<file path="config.mk">
export PLATFORM = sky130hd
export DESIGN_NAME = axis_pkt_arbiter
export DESIGN_NICKNAME = d
export VERILOG_FILES = /design/src/rtl/axis_arb_pkg.sv /design/src/rtl/axis_arb_select.sv /design/src/rtl/axis_pkt_arbiter.sv
export SDC_FILE = /design/constraint.sdc
export NUM_CORES = 1
export LEC_CHECK = 0
export ABC_AREA = 1
export ABC_CLOCK_PERIOD_IN_PS = 2150
export CORE_AREA = 2 2 134 136
export DETAILED_ROUTE_END_ITERATION = 8
export DIE_AREA = 0 0 136 138
export SYNTH_ARGS = -nofsm -noshare
export SYNTH_HDL_FRONTEND = slang
export SYNTH_SLANG_ARGS = --single-unit
</file>
<file path="constraint.sdc">
create_clock -name clk -period 2.15 [get_ports clk]
set_clock_uncertainty 0.1 [all_clocks]
set_input_delay 0.5375 -clock clk [delete_from_list [all_inputs] [get_ports clk]]
set_output_delay 0.5375 -clock clk [all_outputs]
set_load 0.05 [all_outputs]
</file>
<file path="src/rtl/axis_arb_pkg.sv">
// Shared types and constants for the packet-aware AXI-Stream arbiter.
package axis_arb_pkg;

  typedef enum logic {ST_IDLE = 1'b0, ST_PKT = 1'b1} arb_state_t;

  localparam int PRIO_RR    = 0;
  localparam int PRIO_FIXED = 1;

endpackage

</file>
<file path="src/rtl/axis_arb_select.sv">
// Combinational request selector: rotating priority encoder built as a
// double-width masked search, or plain lowest-index-wins in fixed mode.
module axis_arb_select
  import axis_arb_pkg::*;
#(
  parameter int NUM_PORTS = 4,
  parameter int PRIO      = PRIO_RR,
  parameter int IDXW      = (NUM_PORTS > 1) ? $clog2(NUM_PORTS) : 1
) (
  input  logic [NUM_PORTS-1:0] req,
  input  logic [IDXW-1:0]      last_grant,
  output logic                 any_req,
  output logic [IDXW-1:0]      winner
);

  logic [2*NUM_PORTS-1:0] dbl;
  logic [2*NUM_PORTS-1:0] masked;
  logic                   found;
  int                     start;

  assign any_req = |req;

  // Upper copy of req lets the search wrap past port N-1 without modulo logic.
  always_comb begin
    start  = (PRIO == PRIO_FIXED) ? 0 : int'(last_grant) + 1;
    dbl    = {req, req};
    masked = '0;
    winner = '0;
    found  = 1'b0;
    for (int i = 0; i < 2*NUM_PORTS; i++) begin
      masked[i] = dbl[i] && (i >= start);
    end
    for (int i = 0; i < 2*NUM_PORTS; i++) begin
      if (masked[i] && !found) begin
        winner = IDXW'(i % NUM_PORTS);
        found  = 1'b1;
      end
    end
  end

endmodule

</file>
<file path="src/rtl/axis_pkt_arbiter.sv">
// N:1 AXI-Stream arbiter that holds each grant for a whole packet.
// Data path is purely combinational; only grant state is registered.
module axis_pkt_arbiter
  import axis_arb_pkg::*;
#(
  parameter  int WIDTH     = 64,
  parameter  int NUM_PORTS = 4,
  parameter  int PRIO      = PRIO_RR,
  localparam int IDXW      = (NUM_PORTS > 1) ? $clog2(NUM_PORTS) : 1
) (
  input  logic                       clk,
  input  logic                       reset,
  input  logic [NUM_PORTS*WIDTH-1:0] i_tdata,
  input  logic [NUM_PORTS-1:0]       i_tvalid,
  input  logic [NUM_PORTS-1:0]       i_tlast,
  output logic [NUM_PORTS-1:0]       i_tready,
  output logic [WIDTH-1:0]           o_tdata,
  output logic                       o_tvalid,
  output logic                       o_tlast,
  input  logic                       o_tready,
  output logic                       grant_valid,
  output logic [IDXW-1:0]            grant_idx
);

  arb_state_t      state, state_nxt;
  logic [IDXW-1:0] last_grant;
  logic            any_req;
  logic [IDXW-1:0] winner;

  axis_arb_select #(
    .NUM_PORTS (NUM_PORTS),
    .PRIO      (PRIO),
    .IDXW      (IDXW)
  ) u_sel (
    .req        (i_tvalid),
    .last_grant (last_grant),
    .any_req    (any_req),
    .winner     (winner)
  );

  // Reset value of last_grant makes port 0 the first round-robin winner.
  always_ff @(posedge clk) begin
    if (reset) begin
      state      <= ST_IDLE;
      grant_idx  <= '0;
      last_grant <= IDXW'(NUM_PORTS - 1);
    end else begin
      state <= state_nxt;
      if (state == ST_IDLE && any_req) begin
        grant_idx  <= winner;
        last_grant <= winner;
      end
    end
  end

  always_comb begin
    state_nxt = state;
    case (state)
      ST_IDLE: if (any_req) state_nxt = ST_PKT;
      ST_PKT:  if (o_tvalid && o_tready && o_tlast) state_nxt = ST_IDLE;
      default: state_nxt = ST_IDLE;
    endcase
  end

  always_comb begin
    o_tdata  = '0;
    o_tvalid = 1'b0;
    o_tlast  = 1'b0;
    i_tready = '0;
    if (state == ST_PKT) begin
      for (int p = 0; p < NUM_PORTS; p++) begin
        if (grant_idx == IDXW'(p)) begin
          o_tdata     = i_tdata[p*WIDTH +: WIDTH];
          o_tvalid    = i_tvalid[p];
          o_tlast     = i_tlast[p];
          i_tready[p] = o_tready;
        end
      end
    end
  end

  assign grant_valid = (state == ST_PKT);

endmodule

</file>
* Word-level counts from Yosys, hierarchy flattened
Cells that the tools add are included.
** Operators by class
- $add $sub $neg :: 1
- Magnitude comparators :: 8
- Equal/unequal tests :: 3
- Muxes and demuxes :: 37
- Bitwise gates (word level) :: 1
- Reductions and logical operators :: 27
** Operator list (number)
- 64-bit two-way mux :: 5
- 4-bit by 32-bit >= comparator with 1-bit output (first input constant) :: 4
- 3-bit by 32-bit >= comparator with 1-bit output (first input constant) :: 2
- 1-bit by 32-bit >= comparator with 1-bit output (first input constant) :: 1
- 2-bit by 32-bit >= comparator with 1-bit output (first input constant) :: 1
- 1-bit two-way mux :: 24
- 1-bit logical AND :: 18
- 2-bit two-way mux :: 6
- 1-bit logical NOT :: 7
- 2-bit equality test (second input constant) :: 2
- 4-bit two-way mux :: 1
- 4-bit OR reduction :: 1
- 2-bit by 1-bit adder with 3-bit output (second input constant) :: 1
- 2-bit by 1-bit equality test with 1-bit output (second input constant) :: 1
- 2-bit logical NOT :: 1
- 1-bit one-hot mux with 2 select lines :: 1
- 1-bit NOT :: 1
** Storage, ports and cells
- Register bits :: 5
- Input bits :: 267
- Output and inout port bits :: 73
- Logic and storage cells :: 80

* Logic depth before layout (Yosys ltp)
Gate-level depths: netlist of the first run.
- Depth in word-level cells :: 25
- Depth in mapped cells :: 11
- Gate-level depth less buffers :: 11

* Modules after synthesis
Synthesis of the first run repeated with hierarchy kept, for this count alone.
** Unflattened totals
- Cells, all modules :: 486
- Area, all modules :: 2518.7 um2
** Modules (own cells, without submodules)
- axis_pkt_arbiter :: times used 1, cells an instance 442, area each 2268.4 um2, seq. area each 100.1 um2
- axis_arb_select :: times used 1, cells an instance 44, area each 250.2 um2, seq. area each 0.0 um2

* Worst setup path before layout of the first run
No wires, ideal clock.
- Kind :: register to output
- From :: register grant_idx[0]
- To :: output port o_tdata[52]
- Arrival :: 2.159 ns
- Data required time :: 1.512 ns
- Setup slack :: -0.647 ns
- Stages on the path, launching flop included :: 7
- Path buffers :: 2
- Cells stage by stage :: dfxtp_1 -> buf_6 -> nand2_2 -> inv_2 -> buf_2 -> nand2_1 -> a21oi_1
** On the way
- Word-level cells in the longest chain between the ends :: 6
- Elaborated cells between the ends (all ways) :: 9
- Classes of those cells :: 3 x eq/ne; 5 x mux; 1 x reduce/logical
** Ends and longest elaborated chain
- from (decl) :: line axis_pkt_arbiter.sv:22 : output logic [IDXW-1:0] grant_idx
- from (signal assigned) :: line axis_pkt_arbiter.sv:50 : grant_idx <= winner;
- 2-bit logical NOT :: line axis_pkt_arbiter.sv:72 : if (grant_idx == IDXW'(p)) begin
- 64-bit two-way mux (3 in a row) :: line axis_pkt_arbiter.sv:72
- 64-bit two-way mux (*) :: line axis_pkt_arbiter.sv:72
- 64-bit two-way mux (*) :: line axis_pkt_arbiter.sv:70 : if (state == ST_PKT) begin
- to (decl) :: line axis_pkt_arbiter.sv:17 : output logic [WIDTH-1:0] o_tdata,
Every way passes the cells marked *; elsewhere a longest branch is shown, timed or not.

* Worst setup path in the final report of the first run
- From :: register grant_idx[0]
- To :: output port o_tvalid
** On the way
- Word-level cells in the longest chain between the ends :: 6
- Elaborated cells between the ends (all ways) :: 9
- Classes of those cells :: 3 x eq/ne; 5 x mux; 1 x reduce/logical
** Ends and longest elaborated chain
- 2-bit logical NOT :: line axis_pkt_arbiter.sv:72
- 1-bit two-way mux (3 in a row) :: line axis_pkt_arbiter.sv:72
- 1-bit two-way mux (*) :: line axis_pkt_arbiter.sv:72
- 1-bit two-way mux (*) :: line axis_pkt_arbiter.sv:70
- to (decl) :: line axis_pkt_arbiter.sv:18 : output logic o_tvalid,
Marked as above.

==> flow_summary_export.csv, run 1 <==
group,metric,value,unit
run_status,outcome,"finished with violations",
run_status,failed_checks,"negative setup slack",
floorplan,die_h,138,microns
global_route,grt_pass1_wl,27.9,mm
clocking,cts_buffer_depth,2,
logic_synthesis,synth-compound-area-share,54.7,%
finish,area_growth,240,%
placed_design,dp_slack,-0.236,ns
sta,report.final.slew_viol_count,0,
sta,slew_headroom,77.2,%
sta,finalSetupViolCount,55,
drt,drc_errors,0,
finish,final_common_cell,"clkdlybuf4s50_1",
worst_setup_path,criticalPathCategory,"reg -> out",
drt,drt-pass1-iter-count,5,
worst_setup_path,cp.required,1.51,ns
sta,period_share,103,%
finish,nNetsFinal,1120,
logic_synthesis,syn_inst,490,
worst_setup_path,crit_path_end_kind,"primary output",
sta,period_needed,2.22,ns
global_route,grt_pass1_vias,4996,
placed_design,portBuffers,339,
logic_synthesis,muxShareOfSynthArea,0,%
power,leakagePower,3.54,nW
floorplan,core_area,17500,sq um
finish,final_core_util,50.2,%
placed_design,dp_hpwl,13.7,mm
logic_synthesis,yosysSeqAreaShare,3.87,%
clocking,cts_sinks,5,
clocking,cts_tree,"yes",
logic_synthesis,syn_area,2590,sq um
clocking,insertion_delay,0.23,ns
logic_synthesis,synth-adder-area-share,3.38,%
logic_synthesis,synth_top_area_share,21.5,%
run,drv_cap,0,
drt,wl,20.4,mm
power,ir_drop,0.280,mV
floorplan,die_x,136,microns
global_route,antenna_found_initial,2,
logic_synthesis,syn-num-nets,764,
floorplan,ios,340,
logic_synthesis,yosys.area_share.simple,17.2,%
logic_synthesis,synth_top_family_by_area,"compound AO/OA/AOI/OAI gates",
logic_synthesis,yosys-top-cells-area,"o21ai_0 (21%), inv_1 (11%), o211ai_1 (9.9%)",
drt,drtIter0Drc,173,
sta,fmax,450,MHz
clocking,h-tree-depth,1,
clocking,cts_root_buffer,"clkbuf_16",
min_path,hold_path_class,"reg -> reg",
worst_setup_path,crit_path_start_kind,"flip-flop",
sta,finalHoldViolCount,0,
global_route,grt_max_degree,42,
drt,vias_per_cell,4.61,
floorplan,floorplan.initialDensity,14.8,%
finish,mostFrequentLayoutCells,"clkdlybuf4s50_1 (198), buf_12 (83), o21ai_1 (82)",
logic_synthesis,yosys.area.top_type,"o21ai_0",
power,p_total,4.38,mW
sta,tns,-1.97,ns
logic_synthesis,synth_cell_types,21,
placed_design,place_congestion,0.866,
logic_synthesis,synth-seq-cells,5,
power,cellPowerDensity,497,nW/um^2
sta,worst_hold_slack,0.505,ns
logic_synthesis,synthXorXnorAreaFrac,0,%
sta,rsz0062_at_grt,"true",
sta,final.setup.worst_slack,-0.0746,ns
drt,via_count,4959,
finish,drive_above_1_share,29.7,%
sta,worst_pin_slew,0.342,ns
clocking,cts_hold_buf,0,
global_route,overflow,0,
floorplan,die-area,18800,sq um
clocking,clkTransAtPathRegs,0.03,ns
logic_synthesis,syn_avg_cell_area,5.28,sq um
global_route,track_usage,18.9,%
worst_setup_path,crit_fanout,8,
worst_setup_path,crit_arrival,1.59,ns
clocking,cts_made_buffers,3,
drt,avgRoutedWirePerCell,19.0,microns
floorplan,num_rows,49,
logic_synthesis,synth_warnings,0,
drt,ant_nets,0,
[sequential cells by signal (all words and copies together) (netlist names)]
register / flops
grant_idx: 2
last_grant: 2
grant_valid: 1
[cell type report]
cell class | count | area, sq um
timing repair buffer | 394 | 4890
sequential | 5 | 109
clock buffer | 4 | 78.8
antenna | 2 | 5.00
multi-input combinational | 358 | 3070
tap | 229 | 287
fill | 1612 | 8730
inverter | 82 | 334
timing repair inverter | 2 | 28.8
[kinds of logic (layout without fill, tap and decap cells)]
kind of cell               count (synthesis)  in the layout
other                                      0              2
and+or+nand+nor                          113            113
buffers and inverters                    127            482
DFF                                        5              5
AOI/OAI and AO/OA                        238            238
adders and majority gates                  7              7
[final timing paths]
path	to	depth (start not counted)	start	slack [ns]
setup / recovery	o_tvalid	6	grant_idx[0]	-0.07
hold / removal	last_grant[1]	2	last_grant[1]	0.50
setup reg to reg	grant_valid	12	grant_idx[0]	-0.05
hold reg to reg	last_grant[1]	2	last_grant[1]	0.50
[worst max-delay path, cell delays in order, from the launching register on]
cell and delay (ns):
dfxtp_4 0.37, or2_4 0.34, buf_16 0.18, o221ai_4 0.14, nand3_2 0.11, inv_2 0.08, buf_8 0.14
[per-layer routing]
| layer | track usage (%) | part of all wire [%] | up-vias |
|---|---|---|---|
| li1 | - | - | 2425 |
| met1 | 21.9 | 39 | 2282 |
| met2 | 35.0 | 52 | 228 |
| met3 | 4.00 | 7.3 | 24 |
| met4 | 4.39 | 1.7 | 0 |
| met5 | 0 | 0 | - |
[synth_stat cells, drive strengths merged]
| library cell | number |
|---|---|
| buf | 22 |
| or2 | 1 |
| clkbuf | 23 |
| inv | 82 |
| a21oi | 36 |
| o221ai | 32 |
| o211ai | 34 |
| nand2 | 53 |
| nor2 | 48 |
| dfxtp | 5 |
| ha | 7 |
| nand3 | 11 |
| o21ai | 136 |
[metrics by stage]
stage | cells | area (sq um)
2_1_floorplan | 490 | 2960
3_3_place_gp | 1041 | 7420
6_report | 1076 | 8800
3_5_place_dp | 1041 | 7420
5_1_grt | 1075 | 8800
4_1_cts | 1062 | 8370
[power breakdown]
group          total [mW]  internal, mW  leakage (nW)  switching, mW
sequential          0.132         0.106        0.0430         0.0253
combinational        3.94          1.95          3.46           1.99
clock               0.308         0.246        0.0382         0.0618
[what timing repair did]
action | 4_1_cts | 5_1_grt
gates resized for setup | 253 | 62
cloned | 6 | 9
pin swaps | 89 | 19
endpoints found under the setup margin | 70 | 68
buffers inserted | 11 | 4
hold endpoints to repair | 0 | 0
Note: power is estimated with default switching activity, not from simulation.
==> inputs of run 2 (changes only) <==
==> constraint.sdc (replaced) <==
create_clock -name clk -period 2.15 [get_ports clk]
set_clock_uncertainty 0.1 [all_clocks]
set_input_delay 0.3225 -clock clk [delete_from_list [all_inputs] [get_ports clk]]
set_output_delay 0.3225 -clock clk [all_outputs]
set_load 0.05 [all_outputs]
==> run 2 against run 1 <==
The run now ends clean. Register-to-register slack gained 0.37 ns. Wire length fell by 17%. Combinational power decreased by 22%. Critical endpoint unchanged.
==> flow_summary_export.csv, run 2 (synthesis results as in run 1) <==
group,metric,value,unit
floorplan,core_area,17500,sq um
floorplan,ios,340,
clocking,cts_root_buffer,"clkbuf_16",
finish,layout.area.seq,106,sq um
worst_setup_path,crit_path_start_kind,"flip-flop",
clocking,insertion_delay,0.23,ns
worst_setup_path,crit_fanout,33,
finish,final_common_cell,"clkdlybuf4s50_1",
placed_design,dp_cells,1030,
sta,period_share,95.1,%
sta,fmax,489,MHz
worst_setup_path,crit_arrival,1.62,ns
placed_design,dp_hpwl,13.1,mm
min_path,hp-start,"last_grant[1]",
worst_setup_path,r2r-start,"last_grant[0]",
finish,multiInputGateArea,2070,sq um
power,cellPowerDensity,484,nW/um^2
placed_design,place_congestion,0.859,
power,leakagePower,2.94,nW
placed_design,dp_slack,0.189,ns
worst_setup_path,cp.required,1.73,ns
run_status,outcome,"finished clean",
sta,worst_pin_slew,0.366,ns
floorplan,die-area,18800,sq um
worst_setup_path,cp-startpoint,"grant_idx[0]",
finish,finalInstanceArea,7210,sq um
finish,drive_above_1_share,17.0,%
sta,worst_hold_slack,0.485,ns
floorplan,die_h,138,microns
finish,final_core_util,41.1,%
clocking,cts_made_buffers,3,
global_route,grt_pass1_vias,4595,
global_route,grt_pass1_wl,25.2,mm
placed_design,portBuffers,339,
worst_setup_path,cp_top_family,"buffers and inverters",
sta,tns,0,ns
sta,slew_headroom,75.6,%
run,drv_cap,0,
finish,finalNonFillerCells,1035,
worst_setup_path,critPathBufInv,3,
clocking,cts_setup_buffers,0,
power,p_total,3.49,mW
sta,rsz0062_at_grt,"true",
sta,report.final.slew_viol_count,0,
global_route,overflow,0,
floorplan,die_x,136,microns
drt,drt-pass1-iter-count,4,
finish,antenna_cells,0,
sta,final.setup.worst_slack,0.105,ns
clocking,cts_tree,"yes",
drt,drc_errors,0,
clocking,h-tree-depth,1,
sta,finalSetupViolCount,0,
worst_setup_path,criticalPathCategory,"reg -> out",
placed_design,placed_cell_area,7090,sq um
drt,via_count,4663,
drt,avgRoutedWirePerCell,16.4,microns
floorplan,floorplan.initialDensity,14.8,%
finish,area_growth,179,%
clocking,cts_sinks,5,
finish,mostFrequentLayoutCells,"clkdlybuf4s50_1 (266), o21ai_0 (111), inv_1 (79)",
floorplan,num_rows,49,
drt,vias_per_cell,4.51,
clocking,cts_buffer_depth,2,
drt,ant_nets,0,
global_route,grt_max_degree,58,
power,ir_drop,0.223,mV
global_route,track_usage,16.8,%
finish,nNetsFinal,1081,
drt,drtIter0Drc,229,
worst_setup_path,crit_chain,"or2_1 > buf_12 > o221ai_1 > nand3_1 > inv_1 > buf_4",
worst_setup_path,crit_path_end_kind,"primary output",
clocking,clkTransAtPathRegs,0.03,ns
finish,nFillCells,1789,
min_path,hold_path_class,"reg -> reg",
drt,wl,17.0,mm
sta,period_needed,2.04,ns
sta,finalHoldViolCount,0,
worst_setup_path,critPathSlowestCell,"dfxtp_4",
worst_setup_path,cp_slowest_stage_delay,0.38,ns
global_route,antenna_found_initial,0,
## run 2: cell types whose count changed in the layout (fill, tap and decap cells not counted), moves of 8 or more
cell,change
o221ai_4,-30
o21ai_0,+86
o221ai_1,+29
o21ai_1,-57
a21oi_4,-28
o21ai_2,-18
a21oi_2,+28
clkdlybuf4s50_1,+68
nor2_1,+8
dlygate4sd2_1,-61
o21ai_4,-11
buf_4,-14
## run 2: routing by layer
| metal | vias up | track usage (%) | routed length [microns] |
|---|---|---|---|
| li1 | 2330 | - | - |
| met1 | 2096 | 20.6 | 6840 |
| met2 | 220 | 30.3 | 8360 |
| met3 | 17 | 3.30 | 1510 |
| met4 | 0 | 3.18 | 248 |
| met5 | - | 0 | 0 |
## run 2: cell type report
class / count / area share, %
timing repair buffer: 357 / 60.4
multi-input combinational: 358 / 28.8
inverter: 82 / 4.27
tap: 229 / 3.98
sequential: 5 / 1.48
clock buffer: 4 / 1.09
## run 2: final timing paths
path	slack, ns	cells past startpoint	endpoint
setup / recovery	0.11	6	o_tvalid
hold / removal	0.49	2	last_grant[1]
setup reg to reg	0.32	9	grant_idx[1]
hold reg to reg	0.49	2	last_grant[1]
## run 2: worst min-delay path, stage by stage (launching register included)
cell	delay, ns
dfxtp_1	0.40
a21oi_1	0.09
nand2_1	0.06
## run 2: repair_timing
action                     CTS  global route
setup endpoints to repair    0            23
resized for setup            0             5
hold buffers                 0             0
## run 2: power by group
group          leakage (nW)  switching [mW]  total (mW)  internal (mW)
combinational          2.86            1.56        3.06           1.50
sequential           0.0427          0.0216       0.128          0.106
clock                0.0382          0.0594       0.305          0.246
